## src/rtl/sram_arbiter.sv

```systemverilog
// sram_arbiter: two-requester round-robin sequencer in front of an
// 8x8 single-port SRAM with registered (1-cycle) read.
//
// Ports:
//   clk, rst            clock, synchronous active-high reset
//   reqN_valid/ready    command handshake for requester N (0/1)
//   reqN_wr/addr/wdata  command: 1=write, word address, write data
//   rspN_valid          one-cycle response pulse (write ack / read data)
//   rspN_rdata          last read data returned to requester N
//   mem_wr/rd/add       registered SRAM strobes and address
//   mem_data_in         registered SRAM write data
//   mem_data_out        SRAM read data (high-Z except the cycle after rd)
module sram_arbiter #(
    parameter int DATA_W     = 8,
    parameter int ADDR_W     = 3,
    parameter bit PRIO_RESET = 1'b0
) (
    input  logic              clk,
    input  logic              rst,
    input  logic              req0_valid,
    output logic              req0_ready,
    input  logic              req0_wr,
    input  logic [ADDR_W-1:0] req0_addr,
    input  logic [DATA_W-1:0] req0_wdata,
    output logic              rsp0_valid,
    output logic [DATA_W-1:0] rsp0_rdata,
    input  logic              req1_valid,
    output logic              req1_ready,
    input  logic              req1_wr,
    input  logic [ADDR_W-1:0] req1_addr,
    input  logic [DATA_W-1:0] req1_wdata,
    output logic              rsp1_valid,
    output logic [DATA_W-1:0] rsp1_rdata,
    output logic              mem_wr,
    output logic              mem_rd,
    output logic [ADDR_W-1:0] mem_add,
    output logic [DATA_W-1:0] mem_data_in,
    input  logic [DATA_W-1:0] mem_data_out
);

    typedef enum logic [1:0] {
        IDLE,
        ISSUE,
        CAPTURE,
        RESP
    } state_t;

    state_t state;
    state_t state_nxt;

    logic prio;
    logic owner;
    logic op_wr;
    logic grant;
    logic hs;

    logic              sel_wr;
    logic [ADDR_W-1:0] sel_addr;
    logic [DATA_W-1:0] sel_wdata;

    // Ready is gated by rst so nothing is accepted while in reset.
    always_comb begin
        grant = prio;
        if (req0_valid && !req1_valid) begin
            grant = 1'b0;
        end else if (req1_valid && !req0_valid) begin
            grant = 1'b1;
        end

        req0_ready = (state == IDLE) && !rst
                     && req0_valid && !grant;
        req1_ready = (state == IDLE) && !rst
                     && req1_valid && grant;
        hs = req0_ready || req1_ready;

        sel_wr    = grant ? req1_wr    : req0_wr;
        sel_addr  = grant ? req1_addr  : req0_addr;
        sel_wdata = grant ? req1_wdata : req0_wdata;

        state_nxt = state;
        unique case (state)
            IDLE:    if (hs) state_nxt = ISSUE;
            ISSUE:   state_nxt = op_wr ? RESP : CAPTURE;
            CAPTURE: state_nxt = RESP;
            RESP:    state_nxt = IDLE;
            default: state_nxt = IDLE;
        endcase
    end

    always_ff @(posedge clk) begin
        if (rst) begin
            state <= IDLE;
        end else begin
            state <= state_nxt;
        end
    end

    // Strobes are set on the handshake edge so they are high exactly
    // during the ISSUE cycle; read data is sampled only in CAPTURE,
    // the one cycle the SRAM is actually driving its output.
    always_ff @(posedge clk) begin
        if (rst) begin
            prio        <= PRIO_RESET;
            owner       <= 1'b0;
            op_wr       <= 1'b0;
            mem_wr      <= 1'b0;
            mem_rd      <= 1'b0;
            mem_add     <= '0;
            mem_data_in <= '0;
            rsp0_valid  <= 1'b0;
            rsp1_valid  <= 1'b0;
            rsp0_rdata  <= '0;
            rsp1_rdata  <= '0;
        end else begin
            mem_wr     <= 1'b0;
            mem_rd     <= 1'b0;
            rsp0_valid <= 1'b0;
            rsp1_valid <= 1'b0;

            if (hs) begin
                owner       <= grant;
                prio        <= ~grant;
                op_wr       <= sel_wr;
                mem_add     <= sel_addr;
                mem_data_in <= sel_wdata;
                mem_wr      <= sel_wr;
                mem_rd      <= ~sel_wr;
            end

            if (state == ISSUE && op_wr) begin
                rsp0_valid <= ~owner;
                rsp1_valid <= owner;
            end

            if (state == CAPTURE) begin
                rsp0_valid <= ~owner;
                rsp1_valid <= owner;
                if (owner) begin
                    rsp1_rdata <= mem_data_out;
                end else begin
                    rsp0_rdata <= mem_data_out;
                end
            end
        end
    end

endmodule

```

## config.mk

```make
export PLATFORM = sky130hd
export DESIGN_NAME = sram_arbiter
export DESIGN_NICKNAME = d
export VERILOG_FILES = /design/src/rtl/sram_arbiter.sv
export SDC_FILE = /design/constraint.sdc
export NUM_CORES = 1
export LEC_CHECK = 0
export ABC_CLOCK_PERIOD_IN_PS = 1860
export CAP_MARGIN = 20
export CORE_ASPECT_RATIO = 0.9
export CORE_MARGIN = 2
export CORE_UTILIZATION = 36
export CTS_BUF_LIST = sky130_fd_sc_hd__clkbuf_16
export DETAILED_ROUTE_END_ITERATION = 12
export GPL_TIMING_DRIVEN = 1
export PLACE_DENSITY_LB_ADDON = 0.08
export SLEW_MARGIN = 40
export SYNTH_ARGS = -nofsm -noshare
export SYNTH_HDL_FRONTEND = slang
export SYNTH_SLANG_ARGS = --single-unit
export TNS_END_PERCENT = 20
```

## constraint.sdc

```tcl
create_clock -name clk -period 1.86 [get_ports clk]
set_clock_uncertainty 0.2 [all_clocks]
set_input_delay 0.465 -clock clk [delete_from_list [all_inputs] [get_ports clk]]
set_output_delay 0.465 -clock clk [all_outputs]
set_load 0.02 [all_outputs]
```

==> impl_metrics.toml <==
[outcome]
status = "finished with violations"
violations = "setup timing"

[clock_tree]
clk_latency_ns = 0.28
cts_buffer_depth = 2
cts-root-buf = "clkbuf_16"
cts_tree = "built"
cts_buffers = 5
clkSinkCount = 36
clk_pin_slew_ns = 0.06
h-tree-depth = 2

[drt]
avgViaCountPerCell = 4.97
ant_nets = 0
drt-total-wl_mm = 4.07
drc_errors = 0
vias = 1420
post_drt_wl_per_cell_um = 14.2
drtIter0Drc = 95
drt_pass1_iterations = 6

[timing]
relSlewSlack_pct = 70.5
final.setup.worst_slack_ns = -0.0777
timing.final.crit_share_pct = 104
fin_crit_ns = 1.94
fmax_ghz = 0.516
maxSlewViolCount = 0
finalSetupViolations = 2
rsz0062_at_grt = "yes"
fin_tns_setup_ns = -0.114
hold_viol = 0
tightest_slew_ns = 0.442

[synth]
synth_cell_type_count = 27
ys_ff_latch = 36
syn_area_per_cell_um2 = 8.94
syn_area_um2 = 1400
synth_nets = 195
yosysSeqAreaShare_pct = 51.7
syn_inst = 156
yosys_warnings = 0

[critical_path]
end_kind = "primary output"
rr_endpoint = "mem_add[2]"
crit_type = "reg -> out"
critPathLaunchType = "register"
reg2reg_depth = 7
critPathMaxFanout = 3
reg2reg_slack_ns = 0.07
required_ns = 1.19
r2r-start = "state[0]"
cp.arrival_ns = 1.27

[power]
p_leak_nw = 1.08
ir_drop_mv = 0.779
powerDensity_nw_per_um2 = 1250
total_power_mw = 2.92

[finish]
post-route-util_pct = 62.7
nNetsFinal = 278
final_common_cell = "dfxtp_1"
stdcell_area_um2 = 2340
syn2layout_area_growth_pct = 67.6
drive_gt1_share_pct = 16.3
diodes = 0
final_cell_mix = "dfxtp_1 (34), clkdlybuf4s50_1 (32), nand2_1 (31)"

[run]
max_cap_violations = 0

[hold_path]
holdCritStartpoint = "rsp0_rdata[4]"
min_to = "rsp0_rdata[4]"
whs_path_depth = 2
hold_path.class = "reg -> reg"

[floorplanning]
ios = 69
fp-row-count = 21
die-width_um = 69.6
die_area_um2 = 4390
core_um2 = 3730
start_util_pct = 37.4
die_h_um = 63.1

[global_routing]
track_usage_pct = 18.8
grt_max_degree = 32
grt_antenna_before_repair = 0
grt_pass1_wl_mm = 6.54
overflow = 0
grt_pass1_vias = 1459

[place]
place_congestion = 0.756
dp_hpwl_mm = 2.86
pre_cts_ws_ns = -0.754
placed_cell_area_um2 = 2190
portBuffers = 68
==> Yosys cell counts <==
| master | n | area (µm²) |
|---|---|---|
| a222oi_1 | 9 | 90.1 |
| a21o_1 | 1 | 7.51 |
| nor3_1 | 2 | 10.0 |
| a21oi_2 | 1 | 8.76 |
| nand3_1 | 8 | 40.0 |
| nor2_1 | 13 | 48.8 |
| a21oi_1 | 19 | 95.1 |
| buf_4 | 2 | 15.0 |
| o21ai_0 | 1 | 5.00 |
| buf_6 | 2 | 22.5 |
| maj3_2 | 1 | 11.3 |
| o21a_1 | 1 | 7.51 |
| a22oi_1 | 2 | 15.0 |
| inv_1 | 4 | 15.0 |
| ha_1 | 3 | 37.5 |
| nand2_1 | 31 | 116 |
| nor2b_4 | 1 | 13.8 |
| o21ai_1 | 3 | 15.0 |
| mux2i_1 | 2 | 20.0 |
| inv_2 | 1 | 3.75 |
| a211oi_1 | 2 | 15.0 |
| nand3b_1 | 2 | 15.0 |
| dfxtp_1 | 36 | 721 |
| nor2b_1 | 2 | 12.5 |
| buf_1 | 1 | 3.75 |
| clkbuf_1 | 5 | 18.8 |
| and3_4 | 1 | 11.3 |
==> per-layer routing <==
metal	track usage [%]	vias up	part of all wire, %
li1	-	710	-
met1	22.3	661	44
met2	32.7	45	49
met3	5.44	4	5.7
met4	6.49	0	0.79
met5	0	-	0
==> flip-flops by register name (all words and copies together), names as in the netlist, 2 cells and up <==
signal / flops
mem_data_in: 8
state: 2
mem_add: 3
rsp1_rdata: 8
rsp0_rdata: 8
==> cells by family (layout without fill, tap and decap cells) <==
family,count (synthesis),count (layout),share of synthesized area (%)
compound gates,39,39,18.6
buf+inv,15,99,5.65
fa+ha+maj,4,4,3.50
flops,36,36,51.7
mux,2,2,1.44
simple gates,60,60,19.2
==> metrics by stage <==
stage          hold WS [ns]  std cells
2_1_floorplan         0.253        156
3_3_place_gp          0.246        275
3_5_place_dp          0.246        275
4_1_cts               0.250        285
5_1_grt               0.278        286
6_report              0.247        286
==> power breakdown <==
part           switching [mW]  internal, mW
registers              0.0879         0.918
clock network           0.306         0.486
logic                   0.577         0.545
total                   0.971          1.95
==> how the worst max path moves through the flow <==
stage / cells past startpoint / to / from / slack (ns)
global route: 5 / req0_ready / state[0] / -0.11
detailed placement: 4 / req1_ready / rst / -0.75
floorplan: 4 / req1_ready / rst / 0.07
global placement: 4 / req1_ready / rst / -0.73
CTS: 5 / req0_ready / state[0] / -0.07
finish: 5 / req0_ready / state[0] / -0.08
==> worst max-delay path, cell delays in order, from the launching register on <==
cell	delay, ns
dfxtp_2	0.33
inv_2	0.07
ha_4	0.14
nor2b_4	0.14
and3_4	0.20
buf_6	0.11
==> final cells by class <==
| cell class | count | area (µm²) |
|---|---|---|
| fill | 346 | 1390 |
| timing repair buffer | 86 | 790 |
| sequential | 36 | 723 |
| multi-input combinational | 105 | 611 |
| clock buffer | 5 | 125 |
| tap | 46 | 57.6 |
| inverter | 5 | 18.8 |
| clock inverter | 3 | 13.8 |
==> what timing repair did <==
item	CTS	global route
setup endpoints to repair	39	8
buffers inserted	2	1
gates resized for setup	50	5
pin swaps	2	3
hold buffers	0	0
Note: power is estimated with default switching activity, not from simulation.
==> RTL change (same settings) <==
`DATA_W`: 8 -> 7.
--- a/src/rtl/sram_arbiter.sv
+++ b/src/rtl/sram_arbiter.sv
@@ -11,7 +11,7 @@
 //   mem_data_in         registered SRAM write data
 //   mem_data_out        SRAM read data (high-Z except the cycle after rd)
 module sram_arbiter #(
-    parameter int DATA_W     = 8,
+    parameter int DATA_W     = 7,
     parameter int ADDR_W     = 3,
     parameter bit PRIO_RESET = 1'b0
 ) (
Interface: changed (6 resized); port bits go from 69 to 63. The function was not compared with the original's and may differ.
==> RTL change against the original RTL <==
  * The run still ends with setup timing left
  * Synthesized area down 8.7%
  * Sequential power down 7%
  * Critical path type unchanged
  * Worst setup slack better by 0.014 ns
  * Count of clock-buffer cells in the layout unchanged
  * Cell area down 7.4%
  * Maximum frequency up 0.74%
  * Non-clock buffer count down 6
  * Total power down 4.7%
  * Wire length down 19%
  * Core utilization up 1.4 points
  * Synthesized cell count down 17%
  * Sequential cell count down 3
  * Sequential share of layout area down 0.31 points
  * Largest cell class unchanged
==> RTL change: results (changes against the original RTL) <==
Reg2Reg Depth: 7 (unchanged)
Final #Nets: 245 (was 278)
biggest regs: mem_data_in (7), rsp0_rdata (7), rsp1_rdata (7) (was mem_data_in (8), rsp0_rdata (8), rsp1_rdata (8))
Yosys Warn Count: 0 (unchanged)
clk buf depth: 2 (unchanged)
worst-margin pin slew: 0.642 ns (was 0.442 ns)
Static Leakage: 1.10 nW (was 1.08 nW)
PortBufs: 62 (was 68)
routability cong.: 0.805 (was 0.756)
Worst path max stage delay: 0.32 ns
met2 wire len: 1690 um (was 2010 um)
layout cells sized above 1: 16.2% (was 16.3%)
met3 routed WL: 237 um (was 231 um)
initial DRC count: 73 (was 95)
final setup fails: 2 (unchanged)
HP Class: register to register (unchanged)
diode count: 0 (unchanged)
Worst Hold Path Cells: 2 (unchanged)
Total GRT Usage: 17.3% (was 18.8%)
pre-CTS WS: -0.687 ns (was -0.754 ns)
via/cell ratio: 4.98 (was 4.97)
Seq/Total Area, Yosys: 51.9% (was 51.7%)
Post-Route WL: 3300 um (was 4070 um)
first-pass GRT wire length: 5220 um (was 6540 um)
failing checks: setup timing (unchanged)
Worst-path clk slew: 0.05 ns
Max VDD drop: 681 uV (was 779 uV)
worst-path fanout max: 3 (unchanged)
vias in the first global route: 1211 (was 1459)
Top Metal Used: met4 (unchanged)
Synthesized Nets: 166 (was 195)
initial antenna violation count: 0 (unchanged)
largest net degree at the start of global routing: 26 (was 32)
WL met1: 1340 um (was 1790 um)
Syn Inst Count: 130 (was 156)
Cell Count Post-Placement: 244 (was 275)
clk_lat worst skew: 0.27 ns
slowest stage cell, crit path: dfxtp_2 (unchanged)
detailed-route via count: 1264 (was 1420)
H-tree lvl count: 2 (unchanged)
status: finished with violations (unchanged)
fillers: 306 (was 346)
PnR worst setup slack: -0.0634 ns (was -0.0777 ns)
top post-synthesis cells by count: dfxtp_1 (33), nor2_1 (16), a21oi_1 (10), a222oi_1 (10), nand2_1 (10) (was dfxtp_1 (36), nand2_1 (31), a21oi_1 (19))
DPL Wire Length: 2480 um (was 2860 um)
Crit path max-delay family: simple AND/OR/NAND/NOR gates (unchanged)
ys async rst share: 0% (unchanged)
cts bufs inserted: 5 (unchanged)
Worst Path Arrival: 1.26 ns
Initial DRT Pass Iterations: 4 (was 6)
Synth cell types: 25 (was 27)
CTS root buffer: clkbuf_16 (unchanged)
Area contributors post-synth: dfxtp_1 (52%), a222oi_1 (7.9%), mux2i_1 (7.1%) (was dfxtp_1 (52%), nand2_1 (8.3%), a21oi_1 (6.8%))
## RTL change: worst register-to-register path: cells and delay by family, from the launching register on
| kind | cells | cell delay (ns) |
|---|---|---|
| AO/OA/AOI/OAI | 2 | 0.26 |
| adder cells (fa/ha/maj) | 1 | 0.15 |
| buffers and inverters | 3 | 0.27 |
| flip-flops | 1 | 0.33 |
| AND/OR/NAND/NOR | 1 | 0.49 |
## RTL change: timing repair
item                       4_1_cts  5_1_grt
pin swaps                        3        1
setup endpoints to repair       35        5
gates resized for setup         42        3
hold buffers                     0        0
buffers inserted                 1        1
## RTL change: logic make-up after synthesis
logic type               count (synthesis)  synth area share [%]
multiplexers                             9                  7.07
flip-flops                              33                  51.9
AND/OR/NAND/NOR                         39                  14.3
adder cells (fa/ha/maj)                  4                  3.83
buffers and inverters                   16                  6.39
AO/OA/AOI/OAI                           29                  16.5
## RTL change: cell type report
class	instances	area, um2	share of cell area, %
sequential	33	663	30.6
timing repair buffer	80	736	34.0
clock inverter	3	12.5	0.578
tap	44	55.1	2.54
inverter	8	30.0	1.39
clock buffer	5	125	5.78
multi-input combinational	81	544	25.1
## RTL change: report_power, final
group          switching [mW]  internal, mW
Sequential             0.0765         0.859
Clock                   0.264         0.482
Combinational           0.549         0.553
Total                   0.889          1.89
## RTL change: per-stage QoR
step,setup TNS (ns),instance area [um2],hold WS [ns]
after floorplan,0,1270,0.247
after global placement,-5.90,2020,0.247
after CTS,-0.155,2150,0.254
after global routing,-0.213,2170,0.286
after detailed placement,-6.13,2020,0.250
final,-0.125,2170,0.250
## RTL change: per-layer routing
metal | vias to the layer above | track usage (%)
met5 | - | 0
met2 | 53 | 31.9
li1 | 615 | -
met3 | 4 | 5.94
met1 | 592 | 19.2
met4 | 0 | 4.96
## RTL change: final timing paths
check	start	end	slack [ns]
worst max register to register	state[1]$_SDFFE_PP0P_	mem_data_in[1]$_SDFFE_PP0P_	0.10
worst max-delay path	state[1]$_SDFFE_PP0P_	req0_ready	-0.06
worst min-delay path	rsp1_rdata[6]$_SDFFE_PP0P_	rsp1_rdata[6]$_SDFFE_PP0P_	0.25
worst min register to register	rsp1_rdata[6]$_SDFFE_PP0P_	rsp1_rdata[6]$_SDFFE_PP0P_	0.25
